$ cat config.mk
export PLATFORM = sky130hd
export DESIGN_NAME = rom_loader
export DESIGN_NICKNAME = d
export VERILOG_FILES = /design/src/rtl/rom_loader.sv
export SDC_FILE = /design/constraint.sdc
export NUM_CORES = 1
export LEC_CHECK = 0
export BUFFER_PORTS_ARGS = -buffer_cell sky130_fd_sc_hd__buf_2
export CAP_MARGIN = 20
export CORE_MARGIN = 2
export CORE_UTILIZATION = 55
export CTS_CLUSTER_DIAMETER = 100
export DETAILED_ROUTE_END_ITERATION = 6
export GPL_TIMING_DRIVEN = 0
export PLACE_DENSITY = 0.79
export SETUP_SLACK_MARGIN = 0.15
export SLEW_MARGIN = 30
export SYNTH_ARGS = -nofsm -noshare
export SYNTH_HDL_FRONTEND = slang
export SYNTH_SLANG_ARGS = --single-unit
export TNS_END_PERCENT = 50
$ cat constraint.sdc
create_clock -name clk_sys -period 3 [get_ports clk_sys]
set_input_delay 0.6 -clock clk_sys [delete_from_list [all_inputs] [get_ports clk_sys]]
set_output_delay 0.6 -clock clk_sys [all_outputs]
set_load 0.005 [all_outputs]
$ cat src/rtl/rom_loader.sv
`default_nettype none
// ============================================================================
// Module      : rom_loader
// Description : Turns ioctl ROM download bytes into SDRAM write requests through
//               a small FIFO, and holds the CPU in reset until all bytes are written.
// Revision    : 1.0 - initial release
// ============================================================================
module rom_loader #(
    parameter int         DEPTH      = 4,
    parameter logic [7:0] LOAD_INDEX = 8'h00
) (
    input  logic        clk_sys,
    input  logic        reset,
    input  logic        ioctl_download,
    input  logic [7:0]  ioctl_index,
    input  logic        ioctl_wr,
    input  logic [24:0] ioctl_addr,
    input  logic [7:0]  ioctl_dout,
    output logic        mem_wr,
    output logic [22:0] mem_addr,
    output logic [1:0]  mem_bank,
    output logic [7:0]  mem_din,
    input  logic        mem_ack,
    output logic        cpu_reset,
    output logic        done,
    output logic        overflow,
    output logic        dropped
);

    localparam int             c_aw    = (DEPTH > 1) ? $clog2(DEPTH) : 1;
    localparam logic [c_aw:0]  c_depth = DEPTH[c_aw:0];

    localparam logic [1:0] c_st_idle  = 2'd0;
    localparam logic [1:0] c_st_load  = 2'd1;
    localparam logic [1:0] c_st_drain = 2'd2;
    localparam logic [1:0] c_st_done  = 2'd3;

    logic [1:0]      r_state;
    logic [1:0]      w_state_next;
    logic            r_active_d;
    logic [c_aw-1:0] r_wptr;
    logic [c_aw-1:0] r_rptr;
    logic [c_aw:0]   r_count;
    logic [c_aw:0]   w_count_next;
    logic            r_overflow;
    logic            r_dropped;
    logic [32:0]     r_fifo [DEPTH];

    logic            w_active;
    logic            w_rise;
    logic            w_accept;
    logic            w_in_map;
    logic [8:0]      w_hi;
    logic [32:0]     w_entry;
    logic [32:0]     w_head;
    logic            w_empty;
    logic            w_full;
    logic            w_push;
    logic            w_pop;
    logic            w_ovf;
    logic            w_drop;

    assign w_active = ioctl_download && (ioctl_index == LOAD_INDEX);
    assign w_rise   = w_active && !r_active_d;
    assign w_accept = ioctl_wr && w_active;
    // Segments 0..7 only: anything at or above 128 KiB is outside the map.
    assign w_in_map = (ioctl_addr[24:17] == 8'h00);

    always_comb begin
        w_hi = 9'h000;
        case (ioctl_addr[15:14])
            2'd0:    w_hi = 9'h000;
            2'd1:    w_hi = 9'h100;
            2'd2:    w_hi = 9'h107;
            default: w_hi = 9'h1FF;
        endcase
    end

    assign w_entry = {1'b0, ioctl_addr[16], w_hi, ioctl_addr[13:0], ioctl_dout};

    assign w_empty = (r_count == '0);
    assign w_full  = (r_count == c_depth);
    assign w_pop   = mem_ack && !w_empty;
    // A pop in the same cycle frees the slot, so a full FIFO can still accept.
    assign w_push  = w_accept && w_in_map && (!w_full || w_pop);
    assign w_ovf   = w_accept && w_in_map && w_full && !w_pop;
    assign w_drop  = w_accept && !w_in_map;

    always_comb begin
        w_count_next = r_count;
        case ({w_push, w_pop})
            2'b10:   w_count_next = r_count + 1'b1;
            2'b01:   w_count_next = r_count - 1'b1;
            default: w_count_next = r_count;
        endcase
    end

    always_ff @(posedge clk_sys) begin
        if (w_push) begin
            r_fifo[r_wptr] <= w_entry;
        end
    end

    always_ff @(posedge clk_sys or posedge reset) begin
        if (reset) begin
            r_wptr  <= '0;
            r_rptr  <= '0;
            r_count <= '0;
        end else begin
            if (w_push) begin
                r_wptr <= r_wptr + 1'b1;
            end
            if (w_pop) begin
                r_rptr <= r_rptr + 1'b1;
            end
            r_count <= w_count_next;
        end
    end

    always_comb begin
        w_state_next = r_state;
        case (r_state)
            c_st_idle:  if (w_rise) w_state_next = c_st_load;
            c_st_load:  if (!ioctl_download) w_state_next = c_st_drain;
            c_st_drain: begin
                if (w_rise) begin
                    w_state_next = c_st_load;
                end else if (w_count_next == '0) begin
                    w_state_next = c_st_done;
                end
            end
            c_st_done:  w_state_next = w_rise ? c_st_load : c_st_idle;
            default:    w_state_next = c_st_idle;
        endcase
    end

    always_ff @(posedge clk_sys or posedge reset) begin
        if (reset) begin
            r_state    <= c_st_idle;
            r_active_d <= 1'b0;
            r_overflow <= 1'b0;
            r_dropped  <= 1'b0;
        end else begin
            r_state    <= w_state_next;
            r_active_d <= w_active;
            if (r_state == c_st_idle && w_rise) begin
                r_overflow <= 1'b0;
                r_dropped  <= 1'b0;
            end
            if (w_ovf) begin
                r_overflow <= 1'b1;
            end
            if (w_drop) begin
                r_dropped <= 1'b1;
            end
        end
    end

    // Head fields are gated so an empty FIFO always presents zeros.
    assign w_head    = r_fifo[r_rptr];
    assign mem_wr    = !w_empty;
    assign mem_bank  = w_empty ? 2'b00  : w_head[32:31];
    assign mem_addr  = w_empty ? 23'h0  : w_head[30:8];
    assign mem_din   = w_empty ? 8'h00  : w_head[7:0];
    assign cpu_reset = (r_state == c_st_load) || (r_state == c_st_drain);
    assign done      = (r_state == c_st_done);
    assign overflow  = r_overflow;
    assign dropped   = r_dropped;

endmodule
`default_nettype wire

======== After elaboration in Yosys (flattened, before gate mapping) ========
Memories as Yosys holds them, arrays and structs flattened.
Index checks and enable logic that the tools add are counted.
word-level totals
  word-level logic and storage cells ...... 65
  bits in registers ....................... 12
  output and inout port bits .............. 38
  memories ................................ 1
  input port bits ......................... 46
  RAM bits ................................ 128
cells by class
  mux-type cells .......................... 16
  equality and inequality tests ........... 11
  add/sub/neg operators ................... 4
  reduce and logical (&&, ||, !) cells .... 26
memories
  memory  words  width  rd ports  clocked after Yosys merged registers in  wr ports  line  source
  r_fifo  4      32     1         0                                        1         47    logic [32:0] r_fifo [DEPTH];
operators with widths
  operator               count
  $pmux W9 S3            1
  $mux W23               1
  $logic_not A8 Y1       2
  $logic_and A1 B1 Y1    10
  $mux W2                5
  $eq A2 B2 Y1 const B   4
  $mux W8                1
  $pmux W2 S4            1
  $eq A2 B1 Y1 const B   3
  $logic_not A3 Y1       2
  $mux W1                6
  $pmux W3 S2            1
  $logic_not A1 Y1       5
  $add A2 B1 Y2 const B  2
  $logic_not A2 Y1       2
  $ne A2 B2 Y1 const B   2
  $reduce_bool A2 Y1     2
  $add A3 B1 Y3 const B  1
  $eq A3 B3 Y1 const B   1
  $ne A3 B3 Y1 const B   1
  $reduce_and A3 Y1      1
  $sub A3 B1 Y3 const B  1
  $logic_or A1 B1 Y1     2

======== Depth between registers and ports, before layout ========
Gate-level depths: netlist (run 1).
  word-level depth ........................ 11
  depth in mapped cells ................... 11
  depth with buffers taken out ............ 10

======== Worst setup path before layout (run 1) ========
OpenSTA, ideal clock, no wires.
  path type ............................... input to register
  start ................................... input port ioctl_addr[22]
  end ..................................... memory r_fifo[0][0] (netlist name) (enable)
  data arrival time ....................... 2.276 ns
  cell stages on the path ................. 5
  data required time ...................... 2.615 ns
  library setup time ...................... 0.385 ns
  slack ................................... 0.339 ns
  buffers on the path ..................... 1
  cells stage by stage .................... or4_4 -> nor2_4 -> and4b_1 -> buf_4 -> and2_1
between the ends
  word-level cells in the longest chain between the ends .. 5
ends and longest elaborated chain
  item                               line  source
  start, declared                    17    input logic [24:0] ioctl_addr,
  $logic_not A8 Y1                   67    assign w_in_map = (ioctl_addr[24:17] == 8'h00);
  $logic_and A1 B1 Y1 (2 in series)  85    assign w_push = w_accept && w_in_map && (!w_full || w_pop);
  $mux W1                            99    if (w_push) begin
  $mux W1 (not written as such)      100   r_fifo[r_wptr] <= w_entry;
  end, declared                      47
Every way passes these cells.

======== Worst setup path after layout (run 1) ========
  start ................................... register r_count[1]
  end ..................................... output port mem_addr[19]
between the ends
  word-level cells in the longest chain between the ends .. 2
ends and longest elaborated chain
  item                    line  source
  start, declared         43    logic [c_aw:0] r_count;
  start signal, assigned  116   r_count <= w_count_next;
  $logic_not A3 Y1        81    assign w_empty = (r_count == '0);
  $mux W23                163   assign mem_addr = w_empty ? 23'h0 : w_head[30:8];
  end, declared           20    output logic [22:0] mem_addr,
Every way passes these cells.

==> metrics.md, run 1 <==
| Metric | Value |
|---|---|
| Status | `finished clean` |
| Share of power burned in the clock network | `40.0%` |
| Multi-input gate area | `1262 um2` |
| Core Area | `8593 um2` |
| Initial antenna violation count | `0` |
| First-pass GRT wire length | `14,030 um` |
| Clk slew on worst S/H paths | `60 ps` |
| Vias in the first global route | `2,752` |
| Register area | `3425 um2` |
| Slew margin rel. | `50.80%` |
| Highest clock rate | `0.3631 GHz` |
| Crit end category | `primary output` |
| Sum of negative setup slack | `0 ps` |
| Synth Cell Area | `4817 um2` |
| Reg-to-Reg End | `r_state[1]` |
| Grt ovf | `0` |
| Non-filler instance count after layout | `485` |
| Final hold vios | `0` |
| Leakage | `2.342 nW` |
| Port bufs | `82` |
| R2R setup slack | `550 ps` |
| 1st-iter DRT viols | `125` |
| Vias/cell | `5.402` |
| Largest net degree at the start of global routing | `27` |
| Mux cell area share after synthesis | `12.57%` |
| Final cycle utilization of the critical path | `91.81%` |
| Final worst path period need | `2754 ps` |
| Post-route cell area | `6150 um2` |
| Final setup vio count | `0` |
| Die Y | `97.59 um` |
| Power per cell area | `961.2 nW/um2` |
| Sink Count | `116` |
| CP max FO | `10` |
| ANT cells | `0` |
| Post-DRT Antenna Nets | `0` |
| Startpoint types | `flop` |
| Drt wl/cell | `17.89 um` |
| Clock Tree Root | `clkbuf_8` |
| DR pass1 iterations | `4` |
| Crit path DAT | `2150 ps` |
| Synth Area in XOR/XNOR | `0.9091%` |
| Seq/Total Area, Yosys | `71.06%` |
| Commonest non-fill, non-tap cells in the layout | `104 x edfxtp_1, 82 x buf_2, 27 x and2_1` |
| Peak supply drop | `526.4 uV` |
| Sequential share of power | `31.5%` |
| Post-CTS Hold Buffers | `0` |
| H-tree depth | `4` |
| Final WL | `8677 um` |
| Tightest Hold Check Type | `primary input to asynchronous set/reset pin` |
| Unrepaired setup endpoints after global routing | `false` |
| Die width | `97.59 um` |
| Syn Inst Count | `260` |
| Area Growth Syn to Fin | `27.66%` |
| Starting Density | `56.06%` |
| Placed cells | `450` |
| DP Worst Slack | `124.4 ps` |
| CTS tree | `built` |
| Crit path kind | `flop to primary output` |
| DIE AREA | `9523 um2` |
| Worst r2r src | `r_count[1]` |
| Max clock buf depth | `2` |
| GRT Overall Usage | `20.18%` |
| Avg Cell Area, Syn | `18.53 um2` |
| # DRC | `0` |
| Yosys warns | `0` |
| Compound-gate portion of the synthesized area | `1.740%` |
| MaxCap Viol Count | `0` |
| Internal power | `4.453 mW` |
| Post-synthesis simple-gate area fraction | `7.948%` |
| Commonest non-fill, non-tap cell in the layout | `edfxtp_1` |
| Ports | `84` |
| CTS buffer count | `17` |
| Layout net count | `420` |
| Final worst slack | `245.8 ps` |
| Synth unique cells | `36` |
| WP data required | `2400 ps` |
| Pins Over Slew Limit | `0` |
| Mapped Nets | `316` |
| Sw Ratio | `24.66%` |
| Synth Area in Adders | `2.753%` |
| Via count | `2,620` |
| FILL cells | `548` |
| Largest family of logic cells by synthesized area | `multiplexers` |
| Share of cells above drive strength 1 | `46.95%` |
| Final Power | `5.911 mW` |
| Worst r2r path cells | `9` |
| Sw Pwr | `1.458 mW` |
| Dpl hpwl | `5084 um` |
| Worst Tran Pin Value | `738.0 ps` |
| Gpl congestion | `0.6786` |
| Row cnt | `34` |
| Worst-skew pair later-pin latency | `510 ps` |
| Seq cells post-synth | `116` |
| Gate power share | `28.5%` |
| Worst Clk Skew | `8.232 ps` |
| Placement Cell Area | `5368 um2` |
## power by group through the flow
stage	Clock [mW]	Sequential, mW	Combinational [mW]
floorplan	0	1.88	1.06
global placement	0	1.89	1.53
detailed placement	0	1.89	1.56
CTS	2.39	1.86	1.70
global route	2.46	1.87	1.87
finish	2.36	1.86	1.68
## cells in the mapped netlist (all sizes together)
cell	n	area share, %
or2	1	0.13
inv	9	0.70
conb	1	0.078
nor2b	1	0.13
nor2	5	0.55
a31o	1	0.18
or4	2	0.47
o31ai	1	0.26
a311oi	1	0.18
and2	34	4.4
and4b	2	0.44
buf	12	1.7
a22oi	1	0.26
nand4	1	0.13
fa	1	0.42
a31oi	1	0.26
or3	1	0.16
nand3b	2	0.31
nor4b	1	0.18
o21ai	4	0.42
dfrtp	12	6.2
xnor2	5	0.91
nor4	1	0.13
clkbuf	7	0.57
mux2i	2	0.42
nand2	10	0.78
nor3	1	0.10
a21oi	1	0.18
mux4	26	12
ha	9	2.3
edfxtp	104	65
## registers in the layout (all words and copies together), names as in the netlist
signal	cells
r_fifo	104
r_count	3
r_rptr	2
r_state	2
r_wptr	2
dropped	1
overflow	1
r_active_d	1
## how the worst max path moves through the flow
stage | cells after the start | start | slack [ps] | to
2_1_floorplan | 5 | ioctl_addr[22] | 340 | r_fifo[0][0]
3_3_place_gp | 6 | ioctl_addr[22] | -260 | r_fifo[0][1]
3_5_place_dp | 12 | ioctl_index[1] | 120 | r_state[0]
4_1_cts | 6 | r_count[1] | 190 | mem_addr[15]
5_1_grt | 6 | r_count[1] | 150 | mem_addr[19]
6_report | 6 | r_count[1] | 250 | mem_addr[19]
## layout make-up
class	count	share of cell area, %
sequential	116	55.69
multi-input combinational	116	20.53
timing repair buffer	85	7.040
clock buffer	17	6.734
clock inverter	15	4.619
buffer	19	2.645
tap	108	2.197
inverter	9	0.5493
## per-layer routing
metal	GRT usage [%]	vias up	share of wire [%]
li1	-	1201	-
met1	24.95	1322	42
met2	31.94	81	50
met3	7.626	16	6.2
met4	9.081	0	2.2
met5	0	-	0
## stage by stage
stage,hold slack (ps),utilization (%)
5_1_grt,118.1,71.56
6_report,99.28,71.56
3_5_place_dp,466.5,62.46
4_1_cts,95.61,71.52
2_1_floorplan,459.4,-
3_3_place_gp,455.5,62.41
## logic make-up (layout without fill, tap and decap cells)
| group | after synthesis | count (layout) |
|---|---|---|
| other | 1 | 1 |
| buffers and inverters | 28 | 145 |
| xor gates and xnor gates | 5 | 5 |
| AOI/OAI and AO/OA | 10 | 10 |
| muxes | 28 | 28 |
| adders and majority gates | 10 | 10 |
| DFF | 116 | 116 |
| and+or+nand+nor | 62 | 62 |
## critical path: stages, from the launching register on
cell,delay (ps)
dfrtp_1,390
or3_2,500
buf_6,160
clkbuf_4,180
and2_4,170
buf_4,120
buf_2,110
## what timing repair did
item | 4_1_cts | 5_1_grt
endpoints found under the setup margin | 25 | 5
gates cloned | 0 | 0
gates resized for setup | 20 | 2
setup buffers | 3 | 0
pin swaps | 0 | 0
Note: power is estimated with default switching activity, not from simulation.
==> inputs of run 2 (changes only) <==
- MAX_ROUTING_LAYER: unset -> met4
==> run 2 against run 1 <==
Design area unchanged. Combinational power is essentially flat. Global-route usage rose by 0.64 points. Sequential share of layout area did not move. Hold slack worse by 8.6 ps. Clock skew rose by 2.9 ps. Critical endpoint unchanged. Highest routed layer unchanged.
==> metrics.md, run 2 (synthesis results as in run 1) <==
| Metric | Value |
|---|---|
| Final worst slack | `236.7 ps (-9.076 ps)` |
| Starting Density | `56.06% (unchanged)` |
| Tightest Hold Check Type | `primary input to asynchronous set/reset pin` |
| Multi-input gate area | `1262 um2 (unchanged)` |
| MaxCap Viol Count | `0 (unchanged)` |
| WP data required | `2400 ps (about the same)` |
| Post-CTS Hold Buffers | `0 (unchanged)` |
| DP Worst Slack | `124.4 ps (unchanged)` |
| Status | `finished clean` |
| CTS buffer count | `17 (unchanged)` |
| Commonest non-fill, non-tap cell in the layout | `edfxtp_1` |
| CTS tree | `built` |
| Layout net count | `420 (unchanged)` |
| DIE AREA | `9523 um2 (unchanged)` |
| Unrepaired setup endpoints after global routing | `false` |
| Register area | `3425 um2 (unchanged)` |
| H-tree depth | `4 (unchanged)` |
| Largest net degree at the start of global routing | `27 (unchanged)` |
| Worst Clk Skew | `11.13 ps (+2.899 ps)` |
| Reg with most FFs | `r_fifo` |
| Leakage | `2.342 nW (unchanged)` |
| Grt ovf | `0 (unchanged)` |
| Sw Ratio | `24.77% (+0.10 points)` |
| # DRC | `0 (unchanged)` |
| Clk slew on worst S/H paths | `60 ps (about the same)` |
| Share of cells above drive strength 1 | `46.95% (unchanged)` |
| Sink Count | `116 (unchanged)` |
| Crit end category | `primary output` |
| Final setup vio count | `0 (unchanged)` |
| Gate power share | `28.4% (about the same)` |
| Peak supply drop | `531.7 uV (+1.0%)` |
| Vias in the first global route | `2,749 (-0.11%)` |
| Crit path kind | `flop to primary output` |
| Post-DRT Antenna Nets | `0 (unchanged)` |
| Core Area | `8593 um2 (unchanged)` |
| Max clock buf depth | `2 (unchanged)` |
| First-pass GRT wire length | `14,050 um (+0.15%)` |
| Final hold vios | `0 (unchanged)` |
| Startpoint types | `flop` |
| Ports | `84 (unchanged)` |
| Internal power | `4.453 mW (about the same)` |
| Initial antenna violation count | `0 (unchanged)` |
| Worst r2r path cells | `9 (unchanged)` |
| Power per cell area | `962.5 nW/um2 (+0.14%)` |
| Gpl congestion | `0.6854 (+1.0%)` |
| Via count | `2,623 (+0.11%)` |
| Share of power burned in the clock network | `40.1% (about the same)` |
| Final worst path period need | `2763 ps (+9.076 ps)` |
| Sequential share of power | `31.5% (about the same)` |
| Die width | `97.59 um (unchanged)` |
| Vias/cell | `5.408 (+0.11%)` |
| Hold slack | `90.67 ps (-8.608 ps)` |
| Sw Pwr | `1.466 mW (+0.55%)` |
| Final WL | `8704 um (+0.31%)` |
| Row cnt | `34 (unchanged)` |
| Worst Tran Pin Value | `743.8 ps (+5.764 ps)` |
| Drt wl/cell | `17.95 um (+0.31%)` |
| FILL cells | `548 (unchanged)` |
| Die Y | `97.59 um (unchanged)` |
| DR pass1 iterations | `4 (unchanged)` |
| Port bufs | `82 (unchanged)` |
| Crit path DAT | `2160 ps (about the same)` |
| Area Growth Syn to Fin | `27.66% (unchanged)` |
| Highest clock rate | `0.3619 GHz (-0.33%)` |
| Slew margin rel. | `50.41% (-0.38 points)` |
| 1st-iter DRT viols | `160 (+28%)` |
| Commonest non-fill, non-tap cells in the layout | `104 x edfxtp_1, 82 x buf_2, 27 x and2_1` |
| Largest regs | `r_fifo x104, r_count x3` |
| Clock Tree Root | `clkbuf_8` |
| Final cycle utilization of the critical path | `92.11% (+0.30 points)` |
| CP max FO | `10 (unchanged)` |
| Pins Over Slew Limit | `0 (unchanged)` |
| ANT cells | `0 (unchanged)` |
| Dpl hpwl | `5084 um (unchanged)` |
| Max reg flops | `104 (unchanged)` |
| GRT Overall Usage | `20.82% (+0.64 points)` |
| Worst-skew pair later-pin latency | `520 ps (about the same)` |
[run 2: cell counts in the layout (fill, tap and decap cells not counted)]
Identical to the previous run, type by type.
[run 2: final timing paths]
| check | to | startpoint | slack (ps) |
|---|---|---|---|
| max in group asynchronous | r_count[0] | reset | 2550 |
| worst min-delay path | r_rptr[1] | reset | 90 |
| worst min register to register | dropped | dropped | 480 |
| worst max register to register | r_state[1] | r_count[1] | 540 |
| min in group clk_sys | r_fifo[3][11] | ioctl_addr[3] | 290 |
| worst max-delay path | mem_addr[19] | r_count[1] | 240 |
[run 2: metal layers]
| layer | routed length (um) | up-vias | GRT usage (%) |
|---|---|---|---|
| li1 | - | 1201 | - |
| met1 | 3580 | 1323 | 25.31 |
| met2 | 4367 | 85 | 31.83 |
| met3 | 579 | 14 | 7.482 |
| met4 | 177 | 0 | 9.081 |
| met5 | 0 | - | - |
[run 2: critical path: stages (launching register included)]
cell and delay, ps:
dfrtp_1 400, or3_2 500, buf_6 160, clkbuf_4 180, and2_4 170, buf_4 120
buf_2 110
[run 2: metrics by stage]
stage	cell area, um2	TNS, ps	total power, mW	cells	util, %
after floorplan	4817	0	2.936	260	-
after CTS	6146	0	5.955	485	71.52
after global placement	5363	-23740	3.419	450	62.41
after detailed placement	5368	0	3.453	450	62.46
after global routing	6150	0	6.201	485	71.56
final	6150	0	5.919	485	71.56
[run 2: cell type report]
| cell class | count | share of cell area, % |
|---|---|---|
| plain buffers | 19 | 2.645 |
| clock buffers | 17 | 6.734 |
| clock inverters | 15 | 4.619 |
| inverters | 9 | 0.5493 |
| multi-input cells | 116 | 20.53 |
| flip-flops and latches | 116 | 55.69 |
| well taps | 108 | 2.197 |
| repair buffers | 85 | 7.040 |
[run 2: power by group through the flow]
stage / Sequential (mW) / Combinational [mW] / Clock [mW]
after global routing: 1.87 / 1.87 / 2.46
after global placement: 1.89 / 1.53 / 0
after CTS: 1.86 / 1.70 / 2.39
after detailed placement: 1.89 / 1.56 / 0
final: 1.86 / 1.68 / 2.37
after floorplan: 1.88 / 1.06 / 0
[run 2: what timing repair did]
action                     CTS  global route
buffers inserted             3             0
gates resized for setup     20             2
pin swaps                    0             0
setup endpoints to repair   25             6
